[config.mk]
export PLATFORM = sky130hd
export DESIGN_NAME = dispatch_ctrl_flat
export DESIGN_NICKNAME = d
export VERILOG_FILES = /design/src/rtl/dispatch_ctrl_pkg.sv /design/src/rtl/dispatch_ctrl_if.sv /design/src/rtl/dispatch_ctrl_predecode.sv /design/src/rtl/dispatch_ctrl.sv /design/src/flat_wrapper.sv
export SDC_FILE = /design/constraint.sdc
export NUM_CORES = 1
export LEC_CHECK = 0
export ABC_AREA = 1
export CAP_MARGIN = 15
export CELL_PAD_IN_SITES_DETAIL_PLACEMENT = 0
export CELL_PAD_IN_SITES_GLOBAL_PLACEMENT = 2
export CORE_ASPECT_RATIO = 0.7
export CORE_MARGIN = 2
export CORE_UTILIZATION = 25
export CTS_CLUSTER_DIAMETER = 150
export DETAILED_ROUTE_END_ITERATION = 6
export GPL_ROUTABILITY_DRIVEN = 0
export PLACE_DENSITY_LB_ADDON = 0.1
export SLEW_MARGIN = 15
export SYNTH_ARGS = -nofsm -noshare
export SYNTH_HDL_FRONTEND = slang
export SYNTH_SLANG_ARGS = --single-unit
[constraint.sdc]
create_clock -name clk -period 3.4 [get_ports clk]
set_input_delay 0.68 -clock clk [delete_from_list [all_inputs] [get_ports clk]]
set_output_delay 0.68 -clock clk [all_outputs]
set_load 0.02 [all_outputs]
[src/rtl/dispatch_ctrl_pkg.sv]
// Shared types for the dispatch controller: instruction entry format,
// predecoded class bits, FSM state encoding and default constants.
package dispatch_ctrl_pkg;

  // Dispatch slots per cycle, equal to the instruction buffer output width
  localparam int ID_WIDTH = 2;

  // Default number of cycles dispatch stays blocked after a buffer flush
  localparam int FLUSH_HOLD_DEFAULT = 2;

  // Coarse operation kind carried with each buffered instruction
  typedef enum logic [3:0] {
    OP_ALU    = 4'd0,
    OP_LOAD   = 4'd1,
    OP_STORE  = 4'd2,
    OP_BRANCH = 4'd3,
    OP_CSR    = 4'd4,
    OP_ERTN   = 4'd5,
    OP_IDLE   = 4'd6,
    OP_TLB    = 4'd7,
    OP_BAR    = 4'd8
  } op_kind_t;

  // One instruction buffer entry
  typedef struct packed {
    logic        valid;
    op_kind_t    op;
    logic [31:0] pc;
    logic [31:0] instr;
  } instr_info_t;

  // Issue-relevant properties of an entry
  typedef struct packed {
    logic is_mem;
    logic is_branch;
    logic is_priv;
  } instr_class_t;

  typedef enum logic [1:0] {
    RUN      = 2'd0,
    SER_PRE  = 2'd1,
    SER_POST = 2'd2,
    FLUSH    = 2'd3
  } dispatch_state_t;

endpackage

[src/rtl/dispatch_ctrl_if.sv]
// Buffer/ID-side bundle of the dispatch controller. The master modport is
// the dispatcher; the slave modport is the surrounding pipeline.
interface dispatch_ctrl_if;
  import dispatch_ctrl_pkg::*;

  instr_info_t         ib_instr_i [ID_WIDTH];
  logic [ID_WIDTH-1:0] ib_accept_o;
  logic                ib_flush_o;
  logic                redirect_i;
  logic                id_ready_i;
  logic                backend_empty_i;
  instr_info_t         id_instr_o [ID_WIDTH];

  modport master (
    input  ib_instr_i, redirect_i, id_ready_i, backend_empty_i,
    output ib_accept_o, ib_flush_o, id_instr_o
  );

  modport slave (
    output ib_instr_i, redirect_i, id_ready_i, backend_empty_i,
    input  ib_accept_o, ib_flush_o, id_instr_o
  );

endinterface

[src/rtl/dispatch_ctrl_predecode.sv]
// instr_predecode: combinational classification of one buffer entry's
// operation kind into memory / branch / privileged (serializing) bits.
module instr_predecode
  import dispatch_ctrl_pkg::*;
(
  input  op_kind_t     op,
  output instr_class_t cls
);

  // Map the operation kind onto the class bits used by the issue rules
  always_comb begin
    cls           = '0;
    cls.is_mem    = (op == OP_LOAD) || (op == OP_STORE);
    cls.is_branch = (op == OP_BRANCH);
    cls.is_priv   = (op == OP_CSR) || (op == OP_ERTN) || (op == OP_IDLE) ||
                    (op == OP_TLB) || (op == OP_BAR);
  end

endmodule

[src/rtl/dispatch_ctrl.sv]
// dispatch_ctrl: decides each cycle how many in-order head entries of the
// instruction buffer to pop, registers them to the ID stage, flushes the
// buffer on a backend redirect and serializes privileged operations.
// Optional build macro: DISPATCH_PERF_CNT_EN adds stall/dual-issue counters.
module dispatch_ctrl
  import dispatch_ctrl_pkg::*;
#(
  parameter int FLUSH_HOLD = FLUSH_HOLD_DEFAULT
) (
  input  logic            clk,
  input  logic            rst_n,
  dispatch_ctrl_if.master bus
`ifdef DISPATCH_PERF_CNT_EN
  ,
  output logic [31:0]     perf_stall_o,
  output logic [31:0]     perf_dual_o
`endif
);

  localparam int              CNT_W     = $clog2(FLUSH_HOLD + 1);
  localparam logic [CNT_W-1:0] HOLD_LOAD = CNT_W'(FLUSH_HOLD);
  localparam logic [CNT_W-1:0] HOLD_ONE  = CNT_W'(1);

  dispatch_state_t     state;
  logic [CNT_W-1:0]    hold_cnt;
  instr_class_t        cls [ID_WIDTH];
  logic [ID_WIDTH-1:0] accept;
  logic                head_valid;
  logic                id_group_valid;

  for (genvar g = 0; g < ID_WIDTH; g++) begin : g_predecode
    instr_predecode u_predecode (
      .op  (bus.ib_instr_i[g].op),
      .cls (cls[g])
    );
  end

  assign head_valid      = bus.ib_instr_i[0].valid;
  assign bus.ib_accept_o = accept;

  // Any entry still presented to ID; SER_POST waits for this to drain
  always_comb begin
    id_group_valid = 1'b0;
    for (int i = 0; i < ID_WIDTH; i++) begin
      id_group_valid = id_group_valid | bus.id_instr_o[i].valid;
    end
  end

  // Prefix-shaped pop mask: a slot pops only if every older slot pops too
  always_comb begin
    logic run;
    logic mem_seen;
    accept   = '0;
    run      = 1'b0;
    mem_seen = 1'b0;
    if (!bus.redirect_i) begin
      unique case (state)
        RUN: begin
          run = head_valid & bus.id_ready_i &
                (~cls[0].is_priv | bus.backend_empty_i);
          accept[0] = run;
          mem_seen  = cls[0].is_mem;
          for (int i = 1; i < ID_WIDTH; i++) begin
            run = run & bus.ib_instr_i[i].valid &
                  ~cls[i].is_priv & ~cls[i-1].is_priv &
                  ~cls[i-1].is_branch & ~(cls[i].is_mem & mem_seen);
            accept[i] = run;
            mem_seen  = mem_seen | cls[i].is_mem;
          end
        end
        SER_PRE: begin
          accept[0] = head_valid & bus.id_ready_i & bus.backend_empty_i;
        end
        default: begin
          accept = '0;
        end
      endcase
    end
  end

  // Dispatch FSM with registered ID group, flush pulse and flush hold count
  always_ff @(posedge clk or negedge rst_n) begin
    if (!rst_n) begin
      state          <= RUN;
      hold_cnt       <= '0;
      bus.ib_flush_o <= 1'b0;
      for (int i = 0; i < ID_WIDTH; i++) begin
        bus.id_instr_o[i] <= '0;
      end
    end else begin
      bus.ib_flush_o <= bus.redirect_i;
      if (bus.redirect_i) begin
        state    <= FLUSH;
        hold_cnt <= HOLD_LOAD;
        for (int i = 0; i < ID_WIDTH; i++) begin
          bus.id_instr_o[i] <= '0;
        end
      end else begin
        if (bus.id_ready_i) begin
          for (int i = 0; i < ID_WIDTH; i++) begin
            bus.id_instr_o[i] <= accept[i] ? bus.ib_instr_i[i] : '0;
          end
        end
        unique case (state)
          RUN: begin
            if (head_valid && cls[0].is_priv) begin
              if (accept[0]) begin
                state <= SER_POST;
              end else if (!bus.backend_empty_i) begin
                state <= SER_PRE;
              end
            end
          end
          SER_PRE: begin
            if (accept[0]) begin
              state <= SER_POST;
            end
          end
          SER_POST: begin
            if (bus.backend_empty_i && !id_group_valid) begin
              state <= RUN;
            end
          end
          FLUSH: begin
            if (hold_cnt <= HOLD_ONE) begin
              state    <= RUN;
              hold_cnt <= '0;
            end else begin
              hold_cnt <= hold_cnt - HOLD_ONE;
            end
          end
          default: begin
            state <= RUN;
          end
        endcase
      end
    end
  end

`ifdef DISPATCH_PERF_CNT_EN
  // Count zero-issue cycles with a valid head (outside FLUSH) and full-width issues
  always_ff @(posedge clk or negedge rst_n) begin
    if (!rst_n) begin
      perf_stall_o <= '0;
      perf_dual_o  <= '0;
    end else begin
      if (head_valid && (accept == '0) && (state != FLUSH)) begin
        perf_stall_o <= perf_stall_o + 32'd1;
      end
      if (&accept) begin
        perf_dual_o <= perf_dual_o + 32'd1;
      end
    end
  end
`endif

endmodule

[src/flat_wrapper.sv]
// flat-port wrapper written by rule: the top's interface ports become plain ports
module dispatch_ctrl_flat import dispatch_ctrl_pkg::*;
#(
  parameter int FLUSH_HOLD = FLUSH_HOLD_DEFAULT
)
  (clk, rst_n, bus_ib_instr_i, bus_redirect_i, bus_id_ready_i, bus_backend_empty_i, bus_ib_accept_o, bus_ib_flush_o, bus_id_instr_o);
  dispatch_ctrl_if bus_i ();
  input  logic clk;
  input  logic rst_n;
  input wire logic [$bits(bus_i.ib_instr_i)-1:0] bus_ib_instr_i;
  input wire logic [$bits(bus_i.redirect_i)-1:0] bus_redirect_i;
  input wire logic [$bits(bus_i.id_ready_i)-1:0] bus_id_ready_i;
  input wire logic [$bits(bus_i.backend_empty_i)-1:0] bus_backend_empty_i;
  output wire logic [$bits(bus_i.ib_accept_o)-1:0] bus_ib_accept_o;
  output wire logic [$bits(bus_i.ib_flush_o)-1:0] bus_ib_flush_o;
  output wire logic [$bits(bus_i.id_instr_o)-1:0] bus_id_instr_o;
  assign bus_i.ib_instr_i = {>>{bus_ib_instr_i}};
  assign bus_i.redirect_i = bus_redirect_i;
  assign bus_i.id_ready_i = bus_id_ready_i;
  assign bus_i.backend_empty_i = bus_backend_empty_i;
  assign bus_ib_accept_o = bus_i.ib_accept_o;
  assign bus_ib_flush_o = bus_i.ib_flush_o;
  assign bus_id_instr_o = {>>{bus_i.id_instr_o}};
  dispatch_ctrl #(.FLUSH_HOLD(FLUSH_HOLD)) u_core (.clk(clk), .rst_n(rst_n), .bus(bus_i));
endmodule
Yosys cells after proc, flatten, opt, wreduce, memory -nomap -nowiden
Index checks and enable logic that the tools add are counted.
{ "totals": {"ff_bits": 143, "in_bits": 143, "output_inout_bits": 141, "wordCells": 86} }
{ "classes": {"add_sub_neg": 1, "n_lt_le_gt_ge": 1, "eq_ne": 23, "mux": 18, "bitwise": 15, "n_reduce_logical": 17} }
{ "op_table": {"columns": ["operator", "count"], "rows": [
  ["138-bit 2-to-1 mux", 2],
  ["69-bit 2-to-1 mux", 2],
  ["4-bit by 3-bit == test with 1-bit output, second input constant", 8],
  ["2-bit 2-to-1 mux", 11],
  ["4-bit by 2-bit == test with 1-bit output, second input constant", 3],
  ["3-bit by 2-bit != test with 1-bit output, second input constant", 4],
  ["1-bit logical OR", 10],
  ["1-bit bitwise AND", 9],
  ["4-bit by 1-bit == test with 1-bit output, second input constant", 2],
  ["4-bit == test, second input constant", 2],
  ["2-bit case mux with 4 select lines", 1],
  ["5-bit AND reduction", 1],
  ["2-bit == test, second input constant", 2],
  ["4-bit by 3-bit != test with 1-bit output, second input constant", 1],
  ["1-bit inverter", 4],
  ["2-bit nonzero test", 2],
  ["2-bit by 1-bit == test with 1-bit output, second input constant", 1],
  ["2-bit by 1-bit <= comparator with 1-bit output, second input constant", 1],
  ["1-bit logical AND", 2],
  ["2-bit zero test", 1],
  ["1-bit bitwise OR", 2],
  ["1-bit case mux with 2 select lines", 1],
  ["2-bit by 1-bit subtractor with 2-bit output, second input constant", 1],
  ["1-bit zero test", 1],
  ["1-bit 2-to-1 mux", 1]
]} }

Depth between registers and ports, before layout
{ "depth": {"depth_word": 19, "depth_mapped": 10, "depth_no_buf": 10} }

Modules after synthesis
From an unflattened synthesis, not the netlist that was laid out.
{ "unflattened": {"cells_unflattened": 664, "area_unflattened_um2": 5880.6} }
{ "by_module_without_submodules": {"columns": ["module", "n_inst", "cells_each", "area_per_inst_um2", "seq_area_each_um2"], "rows": [
  ["dispatch_ctrl", 1, 642, 5795.6, 3578.4],
  ["instr_predecode", 2, 11, 42.5, 0.0]
]} }

Worst setup path before layout
No wires, ideal clock.
{ "synth_timing": {"path_kind": "input to output", "startpoint": "in bus_ib_instr_i[135]", "endpoint": "out bus_ib_accept_o[1]", "arrival_time_ns": 1.544, "t_required_ns": 2.720, "slack_ns": 1.176, "stages": 8, "n_path_buf": 1, "cell_sequence": "inv_1 -> nor2_1 -> nor2_1 -> nand3_2 -> nor3_4 -> buf_4 -> nand2_1 -> inv_1"} }
{ "synth_between": {"elab_chain_cells": 15, "elab_cells_between_ends": 26, "classes_between": "eq/ne: 8; mux: 2; bitwise: 11; reduce/logical: 5"} }
{ "synth_rtl": {"columns": ["item", "line", "rtl"], "rows": [
  ["start, declared", "flat_wrapper.sv:10", "input wire logic [$bits(bus_i.ib_instr_i)-1:0] bus_ib_instr_i;"],
  ["4-bit by 3-bit == test with 1-bit output", "dispatch_ctrl_predecode.sv:15", "cls.is_priv = (op == OP_CSR) || (op == OP_ERTN) || (op == OP_IDLE) ||"],
  ["1-bit logical OR (3 in a row)", "dispatch_ctrl_predecode.sv:15", null],
  ["1-bit logical OR", "dispatch_ctrl_predecode.sv:16", "(op == OP_TLB) || (op == OP_BAR);"],
  ["1-bit inverter", "dispatch_ctrl.sv:60, dispatch_ctrl.sv:65", null],
  ["1-bit bitwise OR", "dispatch_ctrl.sv:60", "(~cls[0].is_priv | bus.backend_empty_i);"],
  ["1-bit bitwise AND", "dispatch_ctrl.sv:59", "run = head_valid & bus.id_ready_i &"],
  ["1-bit bitwise AND (2 in a row)", "dispatch_ctrl.sv:64", "run = run & bus.ib_instr_i[i].valid &"],
  ["1-bit bitwise AND (2 in a row)", "dispatch_ctrl.sv:65", "~cls[i].is_priv & ~cls[i-1].is_priv &"],
  ["1-bit bitwise AND *", "dispatch_ctrl.sv:66", "~cls[i-1].is_branch & ~(cls[i].is_mem & mem_seen);"],
  ["1-bit 2-to-1 mux *", "dispatch_ctrl.sv:57", "unique case (state)"],
  ["2-bit 2-to-1 mux *", "dispatch_ctrl.sv:56", "if (!bus.redirect_i) begin"],
  ["end, declared", "flat_wrapper.sv:14", "output wire logic [$bits(bus_i.ib_accept_o)-1:0] bus_ib_accept_o;"]
]} }
Mark *: on every way between the ends. The rest lies on a longest branch, timed or not.

Final worst setup path
Same ends and word-level chain as after synthesis.

==> metrics.md <==
| Metric | Value |
|---|---|
| Top-area cell type share of the netlist area | `64.5%` |
| DRC viols | `0` |
| Ant diodes | `0` |
| Layout Cells excl Fill | `1098` |
| Core area | `21700 um^2` |
| Setup crit start | `bus_ib_instr_i[135]` |
| Number of global-route vias before repair | `5045` |
| Fmax | `317 MHz` |
| Horiz. Die Dim | `182 um` |
| Area Overhead vs Synth | `67.5%` |
| Remaining Overflow, GRT | `0` |
| Clk pwr share | `44.8%` |
| Synthesized instance count | `527` |
| Hold-fix buffers, CTS | `0` |
| R2R Path End | `u_core.bus.id_instr_o[47]` |
| Outcome | `complete, no violations` |
| Crit share post-route | `92.8%` |
| Crit Path Class | `in -> out` |
| Comb pwr share | `14.3%` |
| Inst Count DP | `1066` |
| CTS tree | `yes` |
| Synth cell types | `21` |
| Slew @ Worst Pin | `0.771 ns` |
| MaxCap Viol Count | `0` |
| Via count | `4905` |
| Postcts setup bufs | `0` |
| ANT nets after route | `0` |
| Clk_skew | `0.0140 ns` |
| Seq/Total Area, Yosys | `64.5%` |
| Hold Vio Cnt, Final | `0` |
| Most common cell after layout, fill and taps aside | `clkdlybuf4s50_1` |
| R2r startpoint | `u_core.state[1]` |
| RSZ-0062 raised after global routing | `no` |
| Internal power | `3.30 mW` |
| Endpoint type of the worst setup path | `primary output` |
| Max-slew headroom | `48.6%` |
| Gr usage total | `16.0%` |
| Cell Rows | `45` |
| # clock sinks | `143` |
| Number of H-tree levels | `4` |
| Worst-path fanout max | `3` |
| Largest net degree at the start of global routing | `78` |
| Cts bufs inserted | `17` |
| Bufs on Longest Clock Path | `2` |
| Final setup TNS | `0 ns` |
| Layout cells sized above 1 | `6.13%` |
| CP Launch Type | `input port` |
| Area of the mapped netlist | `5550 um^2` |
| Switching power total | `1.17 mW` |
| Synth warn | `0` |
| # fillers | `2083` |
| Post-Syn Area per Cell | `10.5 um^2` |
| Hold Slack | `0.256 ns` |
| CTS resizes | `0` |
| Root buffer cell | `clkbuf_16` |
| Final wirelength | `18500 um` |
| Die Y | `129 um` |
| Most frequent cells in the layout | `clkdlybuf4s50_1 (282), nand2_1 (161), dfrtp_1 (143)` |
| Tot Pwr | `4.47 mW` |
| Worst endpoint required time | `2.72 ns` |
| Worst skew pair latency | `0.42 ns` |
| PortBufs | `283` |
| Synth top area cells | `dfrtp_1 (65%), nand2_1 (11%), a22o_1 (10%)` |
| Fin area | `9290 um^2` |
| Drt via density | `4.47` |
| Setup violators final | `0` |
| Power Dens Cells | `481 nW/um^2` |
| Initial Util | `25.5%` |
| Worst reg-to-reg path cell count | `8` |
| Pleak | `4.36 nW` |
| Dpl cell area | `8660 um^2` |
| Sw frac | `26.1%` |
| Worst R2R Setup Slack | `1.35 ns` |
| Initial DRC Count | `336` |
| First-pass DRT Iterations | `4` |
| Clock slew at reported path FFs | `0.07 ns` |
| Post-synthesis sequential element count | `143` |
| Yosys top cell by area | `dfrtp_1` |
| Post-Synthesis Net Count | `670` |
| Die ar. | `23400 um^2` |
| Sequential share of power | `40.9%` |
| WP data arrival | `2.48 ns` |
| Initial antenna violation count | `0` |
| Worst vdd ir | `0.312 mV` |
| Fin. max-slew vios | `0` |
| Io pins | `284` |
| WL per Instance | `16.9 um` |
| Nets | `946` |
| Min Tclk post-route | `3.16 ns` |
| Hold Crit Class | `in -> async` |
| First-pass GRT wire length | `28800 um` |
| Post-detail-place hpwl | `12800 um` |
[stage by stage]
step	utilization (%)	worst slack, ns
global placement	39.9	0.248
global route	42.8	0.0919
finish	42.8	0.245
CTS	42.8	0.214
detailed placement	39.9	0.225
floorplan	-	1.18
[how the worst max path moves through the flow]
| stage | to | slack (ns) | cells past startpoint |
|---|---|---|---|
| floorplan | bus_ib_accept_o[1] | 1.18 | 8 |
| global placement | bus_ib_accept_o[1] | 0.25 | 8 |
| detailed placement | bus_ib_accept_o[1] | 0.23 | 9 |
| CTS | bus_ib_accept_o[1] | 0.21 | 9 |
| global route | bus_ib_accept_o[1] | 0.09 | 9 |
| finish | bus_ib_accept_o[1] | 0.24 | 9 |
[sequential cells by signal, indices dropped and copies added (netlist names)]
register / count
u_core.bus.id_instr_o: 138
u_core.hold_cnt: 2
u_core.state: 2
u_core.bus.ib_flush_o: 1
[Yosys cell counts (all sizes together)]
| cell type | instances |
|---|---|
| a21boi | 1 |
| a21oi | 1 |
| a22o | 66 |
| buf | 21 |
| clkbuf | 15 |
| dfrtp | 143 |
| inv | 18 |
| nand2 | 163 |
| nand3 | 77 |
| nand4 | 2 |
| nor2 | 10 |
| nor3 | 2 |
| o21ai | 8 |
[area by class of cell]
cell class | instances | area [um^2] | share of cell area (%)
multi-input cells | 330 | 1720 | 18.5
well taps | 282 | 353 | 3.80
flip-flops and latches | 143 | 3580 | 38.5
inverters | 18 | 67.6 | 0.727
clock inverters | 13 | 176 | 1.90
clock buffers | 19 | 453 | 4.87
repair buffers | 293 | 2950 | 31.7
[worst max-delay path, stage by stage]
cell,delay (ns)
clkdlybuf4s50_1,0.45
inv_1,0.09
nor2_1,0.04
nor2_1,0.15
nand3_2,0.12
nor3_4,0.14
nand2_1,0.12
inv_1,0.07
clkdlybuf4s50_1,0.62
[cells by family (layout without fill, tap and decap cells)]
logic type | after synthesis | in the layout | synth area share (%)
flip-flops | 143 | 143 | 64.5
AO/OA/AOI/OAI | 76 | 76 | 11.4
AND/OR/NAND/NOR | 254 | 254 | 19.4
buffers and inverters | 54 | 343 | 4.71
[power groups by stage]
stage	combinational, mW	sequential, mW	clock, mW
2_1_floorplan	0.207	1.91	0
4_1_cts	0.647	1.83	2.06
6_report	0.637	1.83	2.00
3_3_place_gp	0.645	1.86	0
5_1_grt	0.695	1.84	2.14
3_5_place_dp	0.645	1.86	0
[layer usage]
metal | vias up | track usage, % | wire length [um]
met5 | - | 0 | 0
met4 | 0 | 5.50 | 282
met3 | 19 | 5.29 | 1210
met2 | 171 | 24.7 | 8430
met1 | 2381 | 21.1 | 8610
li1 | 2334 | - | -
Power figures use the tool's default switching activity.
